## src/rtl/synth_pkg.sv

```systemverilog
// Shared synthesizer definitions: per-key tone divider periods and the
// arpeggiator state encoding.
package synth_pkg;

    // Divider periods for C4..C5 at 50 MHz, with the divider stepping by 4 per clock.
    localparam logic [31:0] NOTE_PERIOD [0:7] = '{
        32'd382226, 32'd340530, 32'd303370, 32'd286344,
        32'd255102, 32'd227273, 32'd202478, 32'd191113
    };

    typedef enum logic [1:0] {
        IDLE = 2'd0,
        LOAD = 2'd1,
        PLAY = 2'd2,
        GAP  = 2'd3
    } arp_state_t;

endpackage

```

## src/rtl/rr_key_picker.sv

```systemverilog
// Combinational round-robin picker: first set bit of mask searching upward
// from ptr+1 with wrap-around. ptr itself is checked last.
module rr_key_picker #(
    parameter int N = 8,
    parameter int W = (N > 1) ? $clog2(N) : 1
) (
    input  logic [N-1:0] mask,
    input  logic [W-1:0] ptr,
    output logic [W-1:0] winner,
    output logic         found
);

    logic [W-1:0] idx;

    // Walk offsets from farthest to nearest so the nearest hit wins.
    always_comb begin
        winner = '0;
        found  = 1'b0;
        idx    = '0;
        for (int i = N; i >= 1; i--) begin
            idx = W'((32'(ptr) + i) % N);
            if (mask[idx]) begin
                winner = idx;
                found  = 1'b1;
            end
        end
    end

endmodule

```

## src/rtl/arpeggio_scheduler.sv

```systemverilog
// Round-robin arpeggiator: time-shares one tone rate divider among the held
// keys, one beat per note with a silent gap between notes.
module arpeggio_scheduler
    import synth_pkg::*;
#(
    parameter int NUM_KEYS    = 8,
    parameter int BEAT_CYCLES = 12_500_000,
    parameter int GAP_CYCLES  = 1_250_000,
    localparam int KW         = (NUM_KEYS > 1) ? $clog2(NUM_KEYS) : 1
) (
    input  logic                clock,
    input  logic                reset,
    input  logic                enable,
    input  logic [NUM_KEYS-1:0] keys,
    output logic [31:0]         count_up_to,
    output logic                divider_reset,
    output logic                gate,
    output logic [KW-1:0]       cur_key,
    output logic                beat_pulse
);

    localparam logic [31:0] BEAT_LAST = 32'(BEAT_CYCLES - 1);
    localparam logic [31:0] GAP_LAST  = (GAP_CYCLES > 0) ? 32'(GAP_CYCLES - 1) : 32'd0;

    arp_state_t    state, state_n;
    logic [KW-1:0] ptr;
    logic [KW-1:0] winner;
    logic          found;
    logic          load;
    logic [31:0]   cnt;

    rr_key_picker #(.N(NUM_KEYS), .W(KW)) u_picker (
        .mask   (keys),
        .ptr    (ptr),
        .winner (winner),
        .found  (found)
    );

    always_ff @(posedge clock or negedge reset) begin
        if (!reset) begin
            state       <= IDLE;
            ptr         <= KW'(NUM_KEYS - 1);
            cur_key     <= '0;
            count_up_to <= '0;
            cnt         <= '0;
        end else begin
            state <= state_n;
            // Counter restarts on every state entry, so it never needs to wrap.
            if (state_n != state || state == IDLE)
                cnt <= '0;
            else
                cnt <= cnt + 32'd1;
            if (load) begin
                ptr         <= winner;
                cur_key     <= winner;
                count_up_to <= NOTE_PERIOD[3'(winner)];
            end
        end
    end

    always_comb begin
        state_n = state;
        load    = 1'b0;
        case (state)
            IDLE: if (keys != '0) state_n = LOAD;
            LOAD: begin
                if (found) begin
                    state_n = PLAY;
                    load    = 1'b1;
                end else begin
                    state_n = IDLE;
                end
            end
            PLAY: if (cnt == BEAT_LAST) state_n = (GAP_CYCLES == 0) ? LOAD : GAP;
            GAP:  if (cnt == GAP_LAST)  state_n = (keys != '0) ? LOAD : IDLE;
            default: state_n = IDLE;
        endcase
        if (!enable) begin
            state_n = IDLE;
            load    = 1'b0;
        end
    end

    // Decoded from registered state only, so async reset silences immediately.
    assign gate          = (state == PLAY);
    assign divider_reset = (state != PLAY);
    assign beat_pulse    = (state == PLAY) && (cnt == BEAT_LAST);

endmodule

```

## config.mk

```make
export PLATFORM = sky130hd
export DESIGN_NAME = arpeggio_scheduler
export DESIGN_NICKNAME = d
export VERILOG_FILES = /design/src/rtl/synth_pkg.sv /design/src/rtl/rr_key_picker.sv /design/src/rtl/arpeggio_scheduler.sv
export SDC_FILE = /design/constraint.sdc
export NUM_CORES = 1
export LEC_CHECK = 0
export BUFFER_PORTS_ARGS = -buffer_cell sky130_fd_sc_hd__buf_2
export CORE_UTILIZATION = 53
export DETAILED_ROUTE_END_ITERATION = 10
export PLACE_DENSITY = 0.85
export SLEW_MARGIN = 0
export SYNTH_ARGS = -nofsm -noshare
export SYNTH_HDL_FRONTEND = slang
export SYNTH_HIERARCHICAL = 1
export SYNTH_SLANG_ARGS = --single-unit
```

## constraint.sdc

```tcl
create_clock -name clock -period 3.7 [get_ports clock]
set_input_delay 0.185 -clock clock [delete_from_list [all_inputs] [get_ports clock]]
set_output_delay 0.185 -clock clock [all_outputs]
set_load 0.005 [all_outputs]
```

==> impl_results.md, run 1 <==
- Status: finished, final reports clean
- Max H-tree Level: 3
- Cell Area, Synth: 3744 µm²
- Clk sinks: 58
- R2R Setup Slk: roughly 0.28 ns
- Ports: 49
- R2R Path Start: ptr[1]$_DFFE_PN1P_
- # rows: 30
- CP required: 3.99 ns
- Worst Hold Launch: enable
- Cell count after placement: 527
- Yosys reg bits: 58
- Nets: between 400 and 500
- Top post-synthesis cells by area: dfrtp_1 (37%), nand2_1 (5.5%), nor2_2 (5.0%), mux4_2 (4.8%), xnor2_1 (4.7%)
- RSZ-0062 raised after global routing: no
- First-pass GRT wire length: 12930 µm
- Drt wl/cell: 14.18 µm
- Type of the most critical hold path: in2reg
- CTS Root Cell: clkbuf_8
- Number of antenna violations at the first check in global routing: 0
- Post-DRT Antenna Nets: 0
- Ys flop type: dfrtp_1
- Die Ht: between 80 and 90 µm
- Yosys warns: 6
- Area Overhead vs Synth: 11.50%
- Critical Path End Type: flip-flop
- Fin cells: 544
- Fin crit share: 92.42%
- Layout cell share with drive strength beyond 1: 27.01%
- Vias per inst: 5.489
- Placer congestion estimate: between 0.8 and 0.9
- Worst Path Max Fanout: 8
- Mean Syn Cell Area: 9.312 µm²
- GRT overflow: 0
- Via count: 2986
- Drt total wl: 7712 µm
- CTS tree: done
- Clock-pin transition on the worst setup and hold timing paths: 0.07 ns
- Critical path type: reg2reg
- Worst reg2reg path depth: 12
- All-Layer GR Usage: 22.29%
- Synth async-reset ratio: 100.0%
- Initial core utilization: 55.10%
- Post-synth EDFFs: 0
- Clock Skew: ~0.011 ns
- Hold path endpoint: state[0]$_DFF_PN0_
- Total CTS buffers: 9
- Largest area contributor in the netlist: dfrtp_1
- Most frequent cells after synthesis: dfrtp_1 (55), nand2_1 (55), nor2_2 (30)
- Drt drc: 0
- Inserted Diodes: 0
- Post-CTS Setup Bufs: 0
- Worst slew margin: 47.61%
- Worst Tran Pin Value: a little under 0.8 ns
- DRT iter0 DRCs: 166
- DP HPWL: between 5000 and 6000 µm
- Top cell type's share of synthesized area: a little under two fifths
- Vias in the first global route: around 2800
- Fmax: 292.4 MHz
- Hold Path Depth: 3
- Syn Inst Count: 402
- Max-cap violations: 0
- CP Launch Type: flip-flop
- Max clock buf depth: 2
- Die Footprint: 7404 µm²
- RR Endpoint: count_up_to[14]$_DFFE_PN0P_
- Distinct cells, synth: 51
- Hold slack: roughly 0.16 ns
- Core area: 6794 µm²
- Final hold vios: 0
- Pins Over Slew Limit: 0
- PortBufs: 35
- Total design power: 0.003395 W
- Pleak: approximately 1.8 nW
- Pwr dens: 813.3 nW/µm²
- Tmin final: 3.420 ns
- DR pass1 iterations: 4
- Final setup TNS: 0 ns
- Worst vdd ir: 0.4402 mV
- Worst Path Arrival: 3.71 ns
- Final setup fails: 0
- Post-synthesis sequential area ratio: between 30% and 40%
- Die span in x: between 80 and 90 µm
- Clock Latency Late Sink: 0.34 ns
- Largest net degree at the start of global routing: 35
[flip-flops by register name, summed over array words and instances (netlist names)]
register / flops
cur_key: 2
ptr: 3
count_up_to: 19
state: 2
cnt: 32
[critical path: stages (launching register included)]
cell and delay [ns]:
dfstp_2 0.53, inv_1 0.06, ha_4 0.33, mux4_2 0.58, mux2_4 0.32, or3_1 0.35
o311ai_1 0.23, a31oi_1 0.10, inv_1 0.16, ha_1 0.26, nor2b_1 0.16, a211oi_1 0.18
a21o_1 0.11
[how the worst max path moves through the flow]
stage / startpoint / end / slack, ns
floorplan: ptr[0]$_DFFE_PN1P_ / count_up_to[14]$_DFFE_PN0P_ / 0.01
global placement: ptr[1]$_DFFE_PN1P_ / count_up_to[14]$_DFFE_PN0P_ / 0.20
detailed placement: ptr[1]$_DFFE_PN1P_ / count_up_to[14]$_DFFE_PN0P_ / 0.12
CTS: ptr[1]$_DFFE_PN1P_ / count_up_to[14]$_DFFE_PN0P_ / 0.11
global route: ptr[0]$_DFFE_PN1P_ / count_up_to[13]$_DFFE_PN0P_ / 0.08
finish: ptr[1]$_DFFE_PN1P_ / count_up_to[14]$_DFFE_PN0P_ / 0.28
[area by class of cell]
type                       instances  area (µm²)
tap                               96       120.1
fill                             560        2620
sequential                        58        1455
inverter                          16       60.06
clock buffer                      12       145.1
timing repair buffer              48       287.8
multi-input combinational        310        2086
clock inverter                     4       20.02
[report_power, final]
part	switching, W	leakage, nW	internal (W)	total [W]
registers	0.0000821	0.767	0.000772	0.000854
clock network	0.000250	0.0899	0.000257	0.000506
logic	0.00117	0.970	0.000863	0.00203
total	0.00150	1.83	0.00189	0.00339
[stage by stage]
step                      cell area (µm²)  setup slack, ns  util [%]
final                                4174           0.2803     61.44
after global routing                 4174          0.08434     61.44
after CTS                            4155           0.1073     61.16
after detailed placement             3980           0.1152     58.58
after global placement               3980           0.2014     58.58
after floorplan                      3790          0.01095         -
[metal layers]
metal	routed length, µm	GRT usage [%]	vias up
met1	3549	30.63	1456
met3	351	3.465	11
met4	132	11.36	0
met2	3678	34.27	67
li1	-	-	1452
met5	0	0	-
[what timing repair did]
action                     CTS  global route
hold endpoints to repair    24             0
gates resized for setup      0             3
setup endpoints to repair    0             5
hold buffers                 1             0
[cells in the final DEF, fill, tap and decap left out, drive strengths merged, types with 2 or more instances in the layout]
| cell type | count |
|---|---|
| a31oi | 4 |
| and3 | 12 |
| nand4 | 5 |
| or4 | 3 |
| a221oi | 2 |
| mux2i | 4 |
| o31ai | 3 |
| nor2 | 47 |
| buf | 47 |
| o21ai | 23 |
| nand2b | 6 |
| dfrtp | 55 |
| ha | 9 |
| mux4 | 8 |
| nor3b | 2 |
| conb | 13 |
| xnor2 | 20 |
| inv | 16 |
| nor3 | 8 |
| a21o | 2 |
| a21oi | 8 |
| nand3 | 21 |
| and4 | 3 |
| or3 | 3 |
| dfstp | 3 |
| nand2 | 55 |
| and2 | 2 |
| xor2 | 12 |
| a22oi | 2 |
| clkinv | 4 |
| nor4 | 8 |
| clkbuf | 12 |
| nor2b | 4 |
| mux2 | 8 |
| a211oi | 5 |
[cell families (layout without fill, tap and decap cells)]
logic type	after synthesis	after routing	synth area share (%)
buffers and inverters	46	80	7.252
other	1	13	0.1002
multiplexers	20	20	8.389
flip-flops	58	58	38.87
AND/OR/NAND/NOR	182	182	25.57
adder cells (fa/ha/maj)	9	9	3.008
XOR/XNOR	32	32	7.487
AO/OA/AOI/OAI	54	54	9.325
Note: power is estimated with default switching activity, not from simulation.
==> run 2, diff against run 1 <==
--- a/config.mk
+++ b/config.mk
@@ -6,9 +6,9 @@
 export NUM_CORES = 1
 export LEC_CHECK = 0
 export BUFFER_PORTS_ARGS = -buffer_cell sky130_fd_sc_hd__buf_2
-export CORE_UTILIZATION = 53
+export CORE_UTILIZATION = 58
 export DETAILED_ROUTE_END_ITERATION = 10
-export PLACE_DENSITY = 0.85
+export PLACE_DENSITY = 0.88
 export SLEW_MARGIN = 0
 export SYNTH_ARGS = -nofsm -noshare
 export SYNTH_HDL_FRONTEND = slang
==> constraint.sdc (replaced) <==
create_clock -name clock -period 3.4 [get_ports clock]
set_input_delay 0.17 -clock clock [delete_from_list [all_inputs] [get_ports clock]]
set_output_delay 0.17 -clock clock [all_outputs]
set_load 0.005 [all_outputs]
==> impl_results.md, run 2 (same netlist as run 1, synthesis figures left out) <==
- Vias per inst: 5.774 (was 5.489)
- Crit-path max cell delay: 0.55 ns (was 0.58 ns)
- Number of antenna violations at the first check in global routing: 0 (unchanged)
- # rows: 28 (was 30)
- Psw: 0.001770 W (was 0.001503 W)
- DRT iter0 DRCs: 200 (was 166)
- Via count: 3060 (was 2986)
- Worst Hold Launch: enable (unchanged)
- Type of the most critical hold path: in2reg (unchanged)
- GRT overflow: 0 (unchanged)
- Area Overhead vs Synth: 14.64% (was 11.50%)
- Delay-heaviest family, CP: multiplexers (unchanged)
- CTS Root Cell: clkbuf_8 (unchanged)
- Critical path type: reg2reg (unchanged)
- Initial core utilization: 61.77% (was 55.10%)
- Worst Tran Pin Value: 1.187 ns (was 0.7828 ns)
- Placer congestion estimate: 0.9116 (was 0.8779)
- Clock Skew: 0.006104 ns (was 0.01079 ns)
- Max-cap violations: 0 (unchanged)
- Comb pwr share: 62.5% (was 59.9%)
- Pins Over Slew Limit: 0 (unchanged)
- Worst vdd ir: 0.8385 mV (was 0.4402 mV)
- Tmin final: 3.332 ns (was 3.420 ns)
- Largest register FFs: 32 (unchanged)
- Total CTS buffers: 9 (unchanged)
- Die Ht: 82.34 µm (was 86.05 µm)
- All-Layer GR Usage: 25.60% (was 22.29%)
- Fin cells: 530 (was 544)
- PortBufs: 35 (unchanged)
- Sw Share: 42.53% (was 44.28%)
- Biggest register: cnt (unchanged)
- Clk sinks: 58 (unchanged)
- CP Launch Type: flip-flop (unchanged)
- Largest net degree at the start of global routing: 38 (was 35)
- Final hold vios: 0 (unchanged)
- Area post-placement: 4009 µm² (was 3980 µm²)
- CTS tree: done (unchanged)
- Clock-pin transition on the worst setup and hold timing paths: 0.06 ns (was 0.07 ns)
- Reg power frac: 22.4% (was 25.2%)
- Max clock buf depth: 2 (unchanged)
- Fmax: 300.1 MHz (was 292.4 MHz)
- Clock Latency Late Sink: 0.35 ns (was 0.34 ns)
- Drt drc: 0 (unchanged)
- Post-DRT Antenna Nets: 0 (unchanged)
- Fillers: 451 (was 560)
- Die span in x: 82.34 µm (was 86.05 µm)
- Inserted Diodes: 0 (unchanged)
- First-pass GRT wire length: 12920 µm (was 12930 µm)
- Utilization after layout: 70.81% (was 61.44%)
- Max H-tree Level: 3 (unchanged)
- Critical path, cell by cell: inv_1 -> ha_4 -> mux4_2 -> buf_4 -> mux2i_1 -> nor3_1 -> o21ai_0 -> nand3_1 -> inv_1 -> ha_4 -> nor2b_4 -> a211oi_2 -> a21o_1 (was inv_1 -> ha_4 -> mux4_2 -> mux2_4 -> or3_1 -> o311ai_1 -> a31oi_1 -> inv_1 -> ha_1 -> nor2b_1 -> a211oi_1 -> a21o_1)
- DP HPWL: 5436 µm (was 5571 µm)
- Pwr dens: 969.7 nW/µm² (was 813.3 nW/µm²)
- Worst Path Max Fanout: 5 (was 8)
- Most frequent cells in the layout: nand2_1 (55), dfrtp_1 (55), buf_2 (35) (unchanged)
- CP required: 3.69 ns (was 3.99 ns)
- Clock Power Share: 15.1% (was 14.9%)
- Worst Path Arrival: 3.62 ns (was 3.71 ns)
- Post-route cell area: 4292 µm² (was 4174 µm²)
- Final setup fails: 0 (unchanged)
- Worst slew margin: 20.54% (was 47.61%)
- WP buf/inv: 3 (was 2)
- Drt total wl: 7828 µm (was 7712 µm)
- Pint: 0.002392 W (was 0.001892 W)
- Critical Path End Type: flip-flop (unchanged)
- DR pass1 iterations: 4 (unchanged)
- Die Footprint: 6780 µm² (was 7404 µm²)
- Drt wl/cell: 14.77 µm (was 14.18 µm)
- Status: finished, final reports clean (unchanged)
- Ports: 49 (unchanged)
- Top Registers: cnt: 32 flops, count_up_to: 19 flops, ptr: 3 flops (unchanged)
- Worst Setup SP: ptr[1]$_DFFE_PN1P_ (unchanged)
- R2R Path Start: ptr[1]$_DFFE_PN1P_ (unchanged)
- Layout cell share with drive strength beyond 1: 29.67% (was 27.01%)
- Pleak: 1.884 nW (was 1.827 nW)
- Vias in the first global route: 2812 (was 2830)
- Nets: 470 (was 463)
- Slowest library cell on the worst path: mux4_2 (unchanged)
- Fin crit share: 98.01% (was 92.42%)
- Cell count after placement: 505 (was 527)
- Core area: 6061 µm² (was 6794 µm²)
==> run 2: cell count changes in the layout (fill, tap and decap cells not counted), moves of 2 or more <==
| cell | change |
|---|---|
| o21ai_0 | -2 |
| o21ai_1 | +2 |
| inv_1 | -2 |
| clkinv_2 | -2 |
| buf_4 | +6 |
==> run 2: timing repair <==
| action | in CTS | in global routing |
|---|---|---|
| endpoints found under the setup margin | 2 | 4 |
| hold endpoints to repair | 25 | 0 |
| hold buffers | 1 | 0 |
| buffers inserted | 4 | 4 |
| pin swaps | 1 | 3 |
| resized for setup | 2 | 2 |
==> run 2: area by class of cell <==
cell class | count | area, µm² | area share (%)
well taps | 75 | 93.84 | 2.187
multi-input cells | 310 | 2147 | 50.03
clock inverters | 3 | 40.04 | 0.9329
inverters | 16 | 62.56 | 1.458
flip-flops and latches | 58 | 1455 | 33.91
clock buffers | 13 | 148.9 | 3.469
repair buffers | 55 | 344.1 | 8.017
==> run 2: power by group through the flow <==
stage | logic (W) | clock network [W] | registers [W]
6_report | 0.00260 | 0.000627 | 0.000933
5_1_grt | 0.00289 | 0.000667 | 0.000954
4_1_cts | 0.00244 | 0.000633 | 0.000933
3_5_place_dp | 0.00233 | 0 | 0.000946
3_3_place_gp | 0.00228 | 0 | 0.000940
2_1_floorplan | 0.00175 | 0 | 0.000937
==> run 2: final timing paths <==
| kind | depth (start not counted) | end | slack [ns] |
|---|---|---|---|
| worst max register to register | 13 | count_up_to[14]$_DFFE_PN0P_ | 0.07 |
| worst min register to register | 2 | cur_key[0]$_DFFE_PN0P_ | 0.47 |
| worst min-delay path | 3 | state[0]$_DFF_PN0_ | 0.13 |
| worst max-delay path | 13 | count_up_to[14]$_DFFE_PN0P_ | 0.07 |
| min in group asynchronous | 2 | cnt[12]$_DFF_PN0_ | 0.39 |
| max in group asynchronous | 3 | count_up_to[7]$_DFFE_PN0P_ | 2.17 |
==> run 2: tightest hold or removal path, cell delays in order <==
cell and delay [ns]:
buf_2 0.14, o221ai_1 0.08, a21oi_1 0.04
==> run 2: routing by layer <==
layer / track usage (%) / share of wire [%]
met4: 11.05 / 1.8
met5: 0 / 0
met2: 40.25 / 48
met1: 34.38 / 44
met3: 5.055 / 6.0
==> run 2: metrics by stage <==
stage	hold slack (ns)	setup slack (ns)	TNS, ns	total power [W]
global placement	0.2305	0.04230	0	0.003217
finish	0.1295	0.06780	0	0.004162
detailed placement	0.2487	-0.07991	-0.1104	0.003273
CTS	0.1265	0.005449	0	0.004004
floorplan	-0.1256	-0.1810	-0.5439	0.002686
global route	0.1461	-0.03431	-0.07115	0.004508
==> run 3, diff against run 2 <==
--- a/config.mk
+++ b/config.mk
@@ -6,11 +6,11 @@
 export NUM_CORES = 1
 export LEC_CHECK = 0
 export BUFFER_PORTS_ARGS = -buffer_cell sky130_fd_sc_hd__buf_2
-export CORE_UTILIZATION = 58
+export CORE_ASPECT_RATIO = 2
+export CORE_UTILIZATION = 59
 export DETAILED_ROUTE_END_ITERATION = 10
-export PLACE_DENSITY = 0.88
+export PLACE_DENSITY = 0.89
 export SLEW_MARGIN = 0
 export SYNTH_ARGS = -nofsm -noshare
 export SYNTH_HDL_FRONTEND = slang
-export SYNTH_HIERARCHICAL = 1
 export SYNTH_SLANG_ARGS = --single-unit
==> impl_results.md, run 3 <==
- Most common cell after layout, fill and taps aside: dfrtp_1
- Max H-tree Level: 3 (unchanged)
- Clock Power Share: 18.3% (was 15.1%)
- Inserted Diodes: 0 (unchanged)
- Hold Path Depth: 2 (was 3)
- Worst reg2reg path depth: 12 (was 13)
- DP HPWL: 6823 µm (was 5436 µm)
- Comb pwr share: 61.3% (was 62.5%)
- Pint: 0.002710 W (was 0.002392 W)
- Cell Area, Synth: 3875 µm² (was 3744 µm²)
- CTS Root Cell: clkbuf_16 (was clkbuf_8)
- Placer congestion estimate: 0.9097 (was 0.9116)
- RSZ-0062 raised after global routing: yes
- First-pass GRT wire length: 15840 µm (was 12920 µm)
- Area Overhead vs Synth: 17.60% (was 14.64%)
- Critical Path End Type: flip-flop (unchanged)
- Layout cell share with drive strength beyond 1: 26.26% (was 29.67%)
- Fin crit share: 100.7% (was 98.01%)
- Delay-heaviest family, CP: compound AO/OA/AOI/OAI gates (was multiplexers)
- Die span in x: 59.31 µm (was 82.34 µm)
- Pins Over Slew Limit: 0 (unchanged)
- # rows: 41 (was 28)
- Final setup fails: 2 (was 0)
- Post-route cell area: 4557 µm² (was 4292 µm²)
- Fillers: 466 (was 451)
- Total design power: 0.004698 W (was 0.004162 W)
- Worst Path Max Fanout: 6 (was 5)
- CTS tree: done (unchanged)
- Core area: 6310 µm² (was 6061 µm²)
- Worst Hold Launch: enable (unchanged)
- Max clock buf depth: 2 (unchanged)
- Failing checks: setup timing
- Syn Inst Count: 404 (was 402)
- Ports: 49 (unchanged)
- Critical path, cell by cell: inv_8 -> ha_4 -> mux4_2 -> mux2_4 -> a21oi_4 -> o21ai_2 -> a21o_1 -> a21oi_4 -> inv_2 -> ha_4 -> nor2_2 -> a221o_1 (was inv_1 -> ha_4 -> mux4_2 -> buf_4 -> mux2i_1 -> nor3_1 -> o21ai_0 -> nand3_1 -> inv_1 -> ha_4 -> nor2b_4 -> a211oi_2 -> a21o_1)
- Drt wl/cell: 18.26 µm (was 14.77 µm)
- Top post-synthesis cells by area: dfrtp_1 (36%), mux4_2 (5.8%), xor2_1 (5.0%), nor2_1 (4.9%), nand2_1 (4.1%) (was dfrtp_1 (37%), nand2_1 (5.5%), nor2_2 (5.0%), mux4_2 (4.8%), xnor2_1 (4.7%))
- Largest net degree at the start of global routing: 41 (was 38)
- CP required: 3.62 ns (was 3.69 ns)
- Drt total wl: 9913 µm (was 7828 µm)
- Ys flop type: dfrtp_1 (unchanged)
- Clock-pin transition on the worst setup and hold timing paths: 0.05 ns (was 0.06 ns)
- Worst slew margin: 46.86% (was 20.54%)
- Worst Path Arrival: 3.64 ns (was 3.62 ns)
- Clk sinks: 58 (unchanged)
- Max-cap violations: 0 (unchanged)
- Count leader, synth: dfrtp_1
- Die Footprint: 6916 µm² (was 6780 µm²)
- Vias in the first global route: 3246 (was 2812)
- Via count: 3391 (was 3060)
- Pwr dens: 1031 nW/µm² (was 969.7 nW/µm²)
- Slowest library cell on the worst path: dfstp_2 (was mux4_2)
- Sw Share: 42.31% (was 42.53%)
- Hold path endpoint: state[0]$_DFF_PN0_ (unchanged)
- Nets: 473 (was 470)
- Cell count after placement: 517 (was 505)
- GRT overflow: 0 (unchanged)
- Fmax: 292.0 MHz (was 300.1 MHz)
- RR Endpoint: count_up_to[15]$_DFFE_PN0P_ (was count_up_to[14]$_DFFE_PN0P_)
- Top Registers: cnt: 32 flops, count_up_to: 19 flops, ptr: 3 flops (unchanged)
- DR pass1 iterations: 5 (was 4)
- Distinct cells, synth: 69 (was 51)
- Synth async-reset ratio: 100.0% (unchanged)
- Top cell type's share of synthesized area: 35.52% (was 36.76%)
- Vias per inst: 6.245 (was 5.774)
- Routed met3 length: 639 µm (was 467 µm)
- Pleak: 2.005 nW (was 1.884 nW)
- Die Ht: 116.6 µm (was 82.34 µm)
- Yosys warns: 0 (was 6)
- CP Launch Type: flip-flop (unchanged)
- Post-synthesis sequential area ratio: 37.55% (was 38.87%)
- R2R Setup Slk: -0.02 ns (was 0.07 ns)
- Post-synth EDFFs: 0 (unchanged)
- Worst Slack Setup Final: -0.02417 ns (was 0.06780 ns)
- Hold slack: 0.1133 ns (was 0.1295 ns)
- Initial core utilization: 61.41% (was 61.77%)
- Psw: 0.001988 W (was 0.001770 W)
- Largest register FFs: 32 (unchanged)
- DRT iter0 DRCs: 421 (was 200)
- Post-DRT Antenna Nets: 0 (unchanged)
- Fin cells: 543 (was 530)
- Drt drc: 0 (unchanged)
- Reg power frac: 20.3% (was 22.4%)
- Mean Syn Cell Area: 9.592 µm² (was 9.312 µm²)
- Total CTS buffers: 9 (unchanged)
- WP buf/inv: 2 (was 3)
- Biggest register: cnt (unchanged)
- Worst vdd ir: 0.5761 mV (was 0.8385 mV)
- Met2 wire len: 5227 µm (was 3766 µm)
- Final hold vios: 0 (unchanged)
- Met1 Wirelength: 3425 µm (was 3454 µm)
- Worst Setup SP: ptr[0]$_DFFE_PN1P_ (was ptr[1]$_DFFE_PN1P_)
- Area post-placement: 4124 µm² (was 4009 µm²)
- Tmin final: 3.424 ns (was 3.332 ns)
- Most frequent cells after synthesis: dfrtp_1 (55), nor2_1 (51), nand2_1 (42) (was dfrtp_1 (55), nand2_1 (55), nor2_2 (30))
- All-Layer GR Usage: 31.31% (was 25.60%)
- Worst Tran Pin Value: 0.7971 ns (was 1.187 ns)
- Number of antenna violations at the first check in global routing: 0 (unchanged)
- Yosys reg bits: 58 (unchanged)
- Critical path type: reg2reg (unchanged)
- Most frequent cells in the layout: dfrtp_1 (55), nor2_1 (49), nand2_1 (42) (was nand2_1 (55), dfrtp_1 (55), buf_2 (35))
- Type of the most critical hold path: in2reg (unchanged)
- PortBufs: 35 (unchanged)
- Clock Skew: 0.008200 ns (was 0.006104 ns)
- Status: finished with violations (was finished, final reports clean)
- Max layer used: met4 (unchanged)
- Crit-path max cell delay: 0.63 ns (was 0.55 ns)
- R2R Path Start: ptr[0]$_DFFE_PN1P_ (was ptr[1]$_DFFE_PN1P_)
- Largest area contributor in the netlist: dfrtp_1 (unchanged)
- Clock Latency Late Sink: 0.34 ns (was 0.35 ns)
==> run 3: cell types whose count changed after synthesis, sizes merged, moves of 4 or more <==
cell and change:
and3 -6, o21ai -12, nor2 +4, xnor2 -10
xor2 +10, nor4 -4, nand3 -9, mux2i +6
nand2 -13, nand4 +5
==> run 3: cells by family (layout without fill, tap and decap cells) <==
family	after synthesis	count (layout)	synth area share [%]
AND/OR/NAND/NOR	167	167	21.86
flip-flops	58	58	37.55
XOR/XNOR	32	32	7.233
other	1	13	0.09678
buffers and inverters	49	90	7.458
adder cells (fa/ha/maj)	10	10	3.229
multiplexers	28	28	10.72
AO/OA/AOI/OAI	59	59	11.85
==> run 3: stage by stage <==
stage	worst slack, ns	setup TNS, ns	utilization (%)
2_1_floorplan	-0.1586	-0.5285	-
3_3_place_gp	0.1287	0	65.36
3_5_place_dp	0.03479	0	65.36
4_1_cts	0.04242	0	70.14
5_1_grt	-0.08368	-0.3456	72.22
6_report	-0.02417	-0.04557	72.22
==> run 3: cell type report <==
cell class              instances  area [µm²]  share of cell area (%)
repair buffers                 59       399.1                   8.759
clock buffers                  12       266.5                   5.848
multi-input cells             309        2240                   49.15
inverters                      15       63.81                   1.400
clock inverters                 4       25.02                  0.5491
flip-flops and latches         58        1455                   31.93
well taps                      86       107.6                   2.361
==> run 3: routing by layer <==
layer  vias up  GRT usage, %
li1       1511             -
met3        66         9.524
met5         -             0
met1      1626         33.74
met4         0         20.16
met2       188         51.76
==> run 3: repair_timing <==
action,in CTS,in global routing
resized for setup,0,15
hold buffers,1,0
endpoints found under the setup margin,0,6
hold endpoints to repair,31,0
setup buffers,0,8
==> run 3: how the worst max path moves through the flow <==
stage	to	slack (ns)	cells after the start
2_1_floorplan	count_up_to[15]$_DFFE_PN0P_	-0.16	15
3_3_place_gp	count_up_to[15]$_DFFE_PN0P_	0.13	12
3_5_place_dp	count_up_to[15]$_DFFE_PN0P_	0.03	12
4_1_cts	count_up_to[15]$_DFFE_PN0P_	0.04	12
5_1_grt	count_up_to[15]$_DFFE_PN0P_	-0.08	12
6_report	count_up_to[15]$_DFFE_PN0P_	-0.02	12
==> run 3: power by group through the flow <==
stage               clock network, W  logic (W)  registers (W)
floorplan                          0    0.00189       0.000940
global placement                   0    0.00241       0.000956
detailed placement                 0    0.00248       0.000962
CTS                         0.000869    0.00250       0.000952
global route                0.000903    0.00311       0.000969
finish                      0.000861    0.00288       0.000956
